## src/rtl/lb_reg_responder_if.sv

```systemverilog
// Localbus signal bundle between the mem_gateway master and a register responder.
interface lb_reg_responder_if;
  logic [23:0] addr;
  logic        control_strobe;
  logic        control_rd;
  logic [31:0] data_out;
  logic [31:0] data_in;
  logic        rd_valid;
  logic        hit;

  modport master (
    output addr, control_strobe, control_rd, data_out,
    input  data_in, rd_valid, hit
  );

  modport slave (
    input  addr, control_strobe, control_rd, data_out,
    output data_in, rd_valid, hit
  );
endinterface

```

## src/rtl/lb_reg_responder.sv

```systemverilog
// Localbus register responder: scratch register bank with fixed read latency.
// Define LB_RESP_STATS_EN to map read/write counters onto the two top offsets.
module lb_reg_responder #(
  parameter int          read_pipe_len = 4,
  parameter logic [23:0] base          = 24'h010000,
  parameter int          nreg_lg       = 4,
  parameter logic [31:0] miss_val      = 32'hbad0add0
) (
  input logic               clk,
  input logic               rst_n,
  lb_reg_responder_if.slave lb
);

  localparam int NREG = 1 << nreg_lg;

  logic                 in_win;
  logic [nreg_lg-1:0]   offset;
  logic                 rd_stb;
  logic                 wr_stb;
  logic                 wr_en;
  logic [31:0]          rd_word;

  logic [31:0]          regs_q [NREG];
  logic [31:0]          regs_d [NREG];
  logic                 hit_q;
  logic                 hit_d;
  logic                 pipe_vld_q  [read_pipe_len];
  logic                 pipe_vld_d  [read_pipe_len];
  logic [31:0]          pipe_data_q [read_pipe_len];
  logic [31:0]          pipe_data_d [read_pipe_len];

  assign in_win = (lb.addr[23:nreg_lg] == base[23:nreg_lg]);
  assign offset = lb.addr[nreg_lg-1:0];
  assign rd_stb = lb.control_strobe &  lb.control_rd;
  assign wr_stb = lb.control_strobe & ~lb.control_rd;

`ifdef LB_RESP_STATS_EN
  localparam logic [nreg_lg-1:0] RD_CNT_OFF = '1;
  localparam logic [nreg_lg-1:0] WR_CNT_OFF = {{(nreg_lg-1){1'b1}}, 1'b0};

  logic [31:0] rd_cnt_q;
  logic [31:0] rd_cnt_d;
  logic [31:0] wr_cnt_q;
  logic [31:0] wr_cnt_d;

  // Top two offsets are the counters and cannot be written by the master.
  assign wr_en = wr_stb & in_win & (offset < WR_CNT_OFF);

  always_comb begin
    rd_cnt_d = rd_cnt_q;
    wr_cnt_d = wr_cnt_q;
    if (rd_stb && in_win) rd_cnt_d = rd_cnt_q + 32'd1;
    if (wr_stb && in_win) wr_cnt_d = wr_cnt_q + 32'd1;
  end

  always_ff @(posedge clk or negedge rst_n) begin
    if (!rst_n) begin
      rd_cnt_q <= '0;
      wr_cnt_q <= '0;
    end else begin
      rd_cnt_q <= rd_cnt_d;
      wr_cnt_q <= wr_cnt_d;
    end
  end
`else
  assign wr_en = wr_stb & in_win;
`endif

  // Read sample uses current register state, so it sees every write from earlier cycles.
  always_comb begin
    rd_word = miss_val;
    if (in_win) begin
      rd_word = regs_q[offset];
`ifdef LB_RESP_STATS_EN
      if (offset == RD_CNT_OFF)      rd_word = rd_cnt_q;
      else if (offset == WR_CNT_OFF) rd_word = wr_cnt_q;
`endif
    end
  end

  always_comb begin
    regs_d = regs_q;
    if (wr_en) regs_d[offset] = lb.data_out;
    hit_d = lb.control_strobe ? in_win : hit_q;
  end

  always_comb begin
    pipe_vld_d[0]  = rd_stb;
    pipe_data_d[0] = rd_word;
    for (int i = 1; i < read_pipe_len; i++) begin
      pipe_vld_d[i]  = pipe_vld_q[i-1];
      pipe_data_d[i] = pipe_data_q[i-1];
    end
  end

  always_ff @(posedge clk or negedge rst_n) begin
    if (!rst_n) begin
      for (int i = 0; i < NREG; i++) regs_q[i] <= '0;
      for (int i = 0; i < read_pipe_len; i++) pipe_vld_q[i] <= 1'b0;
      hit_q <= 1'b0;
    end else begin
      regs_q     <= regs_d;
      pipe_vld_q <= pipe_vld_d;
      hit_q      <= hit_d;
    end
  end

  // Data lanes carry no reset; the output gate below hides stale contents.
  always_ff @(posedge clk) begin
    pipe_data_q <= pipe_data_d;
  end

  assign lb.rd_valid = pipe_vld_q[read_pipe_len-1];
  assign lb.data_in  = pipe_vld_q[read_pipe_len-1] ? pipe_data_q[read_pipe_len-1] : 32'd0;
  assign lb.hit      = hit_q;

endmodule

```

## src/flat_wrapper.sv

```systemverilog
// flat-port wrapper written by rule: the top's interface ports become plain ports
module lb_reg_responder_flat 
#(
  parameter int          read_pipe_len = 4,
  parameter logic [23:0] base          = 24'h010000,
  parameter int          nreg_lg       = 4,
  parameter logic [31:0] miss_val      = 32'hbad0add0
)
  (clk, rst_n, lb_addr, lb_control_strobe, lb_control_rd, lb_data_out, lb_data_in, lb_rd_valid, lb_hit);
  lb_reg_responder_if lb_i ();
  input logic clk;
  input logic rst_n;
  input wire logic [$bits(lb_i.addr)-1:0] lb_addr;
  input wire logic [$bits(lb_i.control_strobe)-1:0] lb_control_strobe;
  input wire logic [$bits(lb_i.control_rd)-1:0] lb_control_rd;
  input wire logic [$bits(lb_i.data_out)-1:0] lb_data_out;
  output wire logic [$bits(lb_i.data_in)-1:0] lb_data_in;
  output wire logic [$bits(lb_i.rd_valid)-1:0] lb_rd_valid;
  output wire logic [$bits(lb_i.hit)-1:0] lb_hit;
  assign lb_i.addr = lb_addr;
  assign lb_i.control_strobe = lb_control_strobe;
  assign lb_i.control_rd = lb_control_rd;
  assign lb_i.data_out = lb_data_out;
  assign lb_data_in = lb_i.data_in;
  assign lb_rd_valid = lb_i.rd_valid;
  assign lb_hit = lb_i.hit;
  lb_reg_responder #(.read_pipe_len(read_pipe_len), .base(base), .nreg_lg(nreg_lg), .miss_val(miss_val)) u_core (.clk(clk), .rst_n(rst_n), .lb(lb_i));
endmodule
```

## config.mk

```make
export PLATFORM = sky130hd
export DESIGN_NAME = lb_reg_responder_flat
export DESIGN_NICKNAME = d
export VERILOG_FILES = /design/src/rtl/lb_reg_responder_if.sv /design/src/rtl/lb_reg_responder.sv /design/src/flat_wrapper.sv
export SDC_FILE = /design/constraint.sdc
export NUM_CORES = 1
export LEC_CHECK = 0
export CORE_MARGIN = 3
export CORE_UTILIZATION = 38
export DETAILED_ROUTE_END_ITERATION = 10
export PLACE_DENSITY = 0.65
export SLEW_MARGIN = 25
export SYNTH_ARGS = -nofsm -noshare
export SYNTH_HDL_FRONTEND = slang
export SYNTH_SLANG_ARGS = --single-unit
```

## constraint.sdc

```tcl
create_clock -name clk -period 2.5 [get_ports clk]
set_clock_uncertainty 0.1 [all_clocks]
set_input_delay 0.25 -clock clk [delete_from_list [all_inputs] [get_ports clk]]
set_output_delay 0.25 -clock clk [all_outputs]
set_load 0.005 [all_outputs]
```

======== Word-level counts from Yosys, hierarchy flattened ========
Cells that the tools add are included.
word-level totals
  word-level logic and storage cells ...... 41
  output and inout port bits .............. 34
  flip-flop bits (word level) ............. 645
cells by class
  order comparisons ....................... 2
  bitwise gates (word level) .............. 5
  reduce and logical (&&, ||, !) cells .... 1
  muxes and demuxes ....................... 7
  equal/unequal tests ..................... 1
operator list
  kind                                                                          number
  512-bit bitwise mux                                                           1
  32-bit binary-select mux with 4-bit select                                    1
  32-bit demux with 4-bit select                                                1
  32-bit two-way mux                                                            4
  20-bit by 13-bit equality test with 1-bit output, second input constant       1
  5-bit >= comparator, second input constant                                    1
  5-bit by 1-bit less-than comparator with 1-bit output, second input constant  1
  4-bit inverter with 5-bit output                                              1
  1-bit bitwise AND                                                             3
  1-bit logical AND                                                             1
  1-bit inverter                                                                1

======== Longest topological paths before layout ========
  word-level depth ........................ 6
  depth in mapped cells ................... 8

======== Worst setup path before layout ========
No wires, ideal clock.
  path type ............................... input-to-reg
  start point ............................. input lb_addr[10]
  end point ............................... register u_core.regs_q[161] in the netlist's numbering
  required time ........................... 2.275 ns
  path slack .............................. 0.365 ns
  data arrival time ....................... 1.911 ns
  stages .................................. 6
  path buffers ............................ 2
  path through ............................ nor4_1 -> nand2_2 -> buf_4 -> nor3_2 -> buf_4 -> mux2_2
between the ends
  word-level cells in the longest chain between the ends .. 2
ends and longest elaborated chain
  item                                              line                     text
  start: declaration                                flat_wrapper.sv:13       input wire logic [$bits(lb_i.addr)-1:0] lb_addr;
  20-bit by 13-bit equality test with 1-bit output  lb_reg_responder.sv:32   assign in_win = (lb.addr[23:nreg_lg] == base[23:nreg_lg]);
  1-bit bitwise AND                                 lb_reg_responder.sv:66   assign wr_en = wr_stb & in_win;
  end signal: assignment                            lb_reg_responder.sv:102  regs_q <= regs_d;
  end: declaration                                  lb_reg_responder.sv:23   logic [31:0] regs_q [NREG];
Every way passes these cells.
A chain may end at the register's enable or synchronous reset.

======== Worst setup path in the final report ========
  start point ............................. register u_core.pipe_vld_q (netlist bit u_core.lb.rd_valid)
  end point ............................... output lb_data_in[0]
between the ends
  word-level cells in the longest chain between the ends .. 1
ends and longest elaborated chain
  item                      line                     text
  start: declaration        lb_reg_responder.sv:27   logic pipe_vld_q [read_pipe_len];
  start signal: assignment  lb_reg_responder.sv:103  pipe_vld_q <= pipe_vld_d;
  32-bit two-way mux        lb_reg_responder.sv:114  assign lb.data_in = pipe_vld_q[read_pipe_len-1] ? pipe_data_q[read_pipe_len-1] : 32'd0;
  end: declaration          flat_wrapper.sv:17       output wire logic [$bits(lb_i.data_in)-1:0] lb_data_in;
Every way passes these cells.

==> results.yml <==
timing:
  rsz0062_at_grt: "false"
  fmax_mhz: 422
  period_needed_ns: 2.37
  hold_viol: 0
  drv_slew: 0
  finalCritPeriodShare: 0.949
  setup_viol: 0
  setup_ws_ns: 0.128
  hold_slack_ns: 0.145
  setup-tns-final_ns: 0
  worst_pin_slew_ns: 0.713
  slew-limit-headroom: 0.523
critical_path:
  crit_slowest_cell: "clkdlybuf4s50_1"
  start_kind: "flop"
  path_class: "flop to primary output"
  setup.worst_path.end_class: "primary output"
  cp_num_buf_inv: 2
  worst-path-max-fanout: 22
  slowest_delay_ns: 0.54
  worst_ep_arrival_time_ns: 2.02
  crit_chain: "buf_4, and2_1, clkdlybuf4s50_1"
  cp.required_ns: 2.15
  path_delay_family: "buffers and inverters"
logic_synthesis:
  synth_top_area_frac: 0.494
  synth.most_common_cell: "dfrtp_1"
  synthFlopType: "dfrtp_1"
  yosys_warnings: 0
  synth.ff_latch_count: 645
  synth-edff-count: 0
  syn_nets: 1735
  synthCells: 1675
  ys_seq_area_frac: 0.591
  synth_cell_types: 35
  avgSynthCellArea_sq_um: 15.6
  syn_area_sq_mm: 0.0262
  yosys.area.top_type: "dfrtp_1"
  ys_top_cells_by_area: "dfrtp_1 49%, mux2_2 20%, dfxtp_1 9.8%"
  synth_common_cells: "517 x dfrtp_1, 473 x mux2_2, 128 x dfxtp_1"
  synthArstFlopShare: 0.802
layout:
  final_nets: 1848
  area_growth_pct: 18.4
  final_util: 0.458
  nFillCells: 5861
  drive_gt1_frac: 0.428
clock_tree:
  clk_path_buf_depth: 3
  cts.sinks: 645
  insertion_delay_ns: 0.61
  htree_levels: 3
  cts_setup_buffers: 0
  cts_tree: "built"
  cts_resized: 0
  cts.clk_slew.worst_paths_ns: 0.06
  cts_buffers: 70
  clock-root-buffer: "clkbuf_16"
  ctsHoldBuffers: 1
grt:
  grt_use_met2: 0.285
  antenna_found_initial: 4
  gr-usage-met3: 0.0317
  grt_pass1_vias: 15900
  grt_busiest_layer: "met2"
  grt_max_degree: 75
  track_usage: 0.173
  use_met1: 0.233
  grt_first_pass_wirelength_um: 95000
  overflow: 0
floorplan:
  pin_count: 94
  core_area_sq_mm: 0.0678
  floorplan.initialDensity: 0.387
  die_height_um: 269
  die_area_sq_mm: 0.0722
  chipWidth_um: 269
  core.rowCount: 95
min_path:
  hold_path.class: "input port to async pin"
flow_run:
  drv_cap: 0
routing:
  routedWlPerCell_um: 22.4
  via_count: 14500
  drtAntennaViolNets: 0
  viasPerCell: 5.35
  first_pass_iters: 4
  wl_um: 61000
  drtIter0Drc: 790
  drc: 0
place:
  place_congestion: 0.757
  dpl.hpwl_um: 37700
  port_buffers: 93
  dp_slack_ns: -0.0811
power_and_ir_drop:
  p_leak_nw: 14.5
  cellPowerDensity_mw_per_mm2: 695
  ir_drop_mv: 0.368
status:
  status: "complete, no violations"
through the flow:
stage | cells | cell area [sq um] | power [mW]
final | 2717 | 31000 | 21.6
after global routing | 2716 | 31000 | 22.3
after CTS | 2716 | 31000 | 21.9
after detailed placement | 2588 | 28700 | 11.4
after global placement | 2588 | 28700 | 11.4
after floorplan | 1675 | 26200 | 10.9
per-layer routing:
metal	wire length [um]	share of wire	vias up
li1	-	-	6382
met1	27300	0.45	7828
met2	30100	0.49	228
met3	2450	0.040	80
met4	1130	0.019	6
met5	34	0.00056	-
placed cells by master, fill, tap and decap left out, types with 8 or more instances in the layout:
cell / n
dfxtp_1: 128
a22oi_1: 48
mux2_1: 40
nor3_4: 16
nand2_1: 8
nand3_1: 25
mux4_2: 96
clkinv_2: 8
buf_4: 53
clkbuf_8: 15
o22ai_1: 32
buf_12: 34
dfrtp_1: 517
a21oi_1: 16
clkdlybuf4s50_1: 88
mux2_2: 473
clkbuf_16: 73
clkbuf_1: 19
and2_1: 34
nor2_1: 17
mux2i_1: 64
logic make-up after synthesis:
| kind of cell | count (synthesis) | synth area share |
|---|---|---|
| mux | 673 | 0.327 |
| flops | 645 | 0.591 |
| buf+inv | 137 | 0.0248 |
| simple gates | 124 | 0.0322 |
| compound gates | 96 | 0.0244 |
cell type report:
cell class | instances | area (sq um) | share of cell area
flip-flops and latches | 645 | 15500 | 0.499
multi-input cells | 893 | 10100 | 0.326
clock buffers | 107 | 2100 | 0.0678
repair buffers | 178 | 1990 | 0.0641
well taps | 873 | 1090 | 0.0352
clock inverters | 20 | 238 | 0.00766
diodes | 1 | 2.50 | 0.0000806
worst paths after layout:
kind                                       startpoint                endpoint  slack, ns  cells after the start
worst max-delay path               u_core.lb.rd_valid           lb_data_in[0]       0.13                      3
worst min-delay path                            rst_n      u_core.regs_q[255]       0.14                      2
worst max register to register     u_core.regs_q[136]  u_core.pipe_data_d[72]       0.93                      3
worst min register to register  u_core.pipe_data_d[0]   u_core.pipe_data_q[0]       0.22                      0
max in group asynchronous                       rst_n      u_core.regs_q[341]       1.23                      3
min in group clk                u_core.pipe_data_d[0]   u_core.pipe_data_q[0]       0.22                      0
power by group:
| group | switching (mW) | internal [mW] |
|---|---|---|
| sequential | 0.00100 | 10.4 |
| clock | 4.13 | 6.24 |
| combinational | 0.528 | 0.273 |
| total | 4.66 | 16.9 |
worst register-to-register path: stages, from the launching register on:
cell	delay [ns]
dfrtp_1	0.37
mux4_2	0.47
a22oi_1	0.32
nand3_1	0.17
sequential cells by signal, indices dropped and copies added (netlist names):
name / count
u_core.lb.hit: 1
u_core.lb.rd_valid: 1
u_core.pipe_data_d: 96
u_core.pipe_data_q: 32
u_core.pipe_vld_d: 3
u_core.regs_q: 512
(Power assumes the default switching activity.)
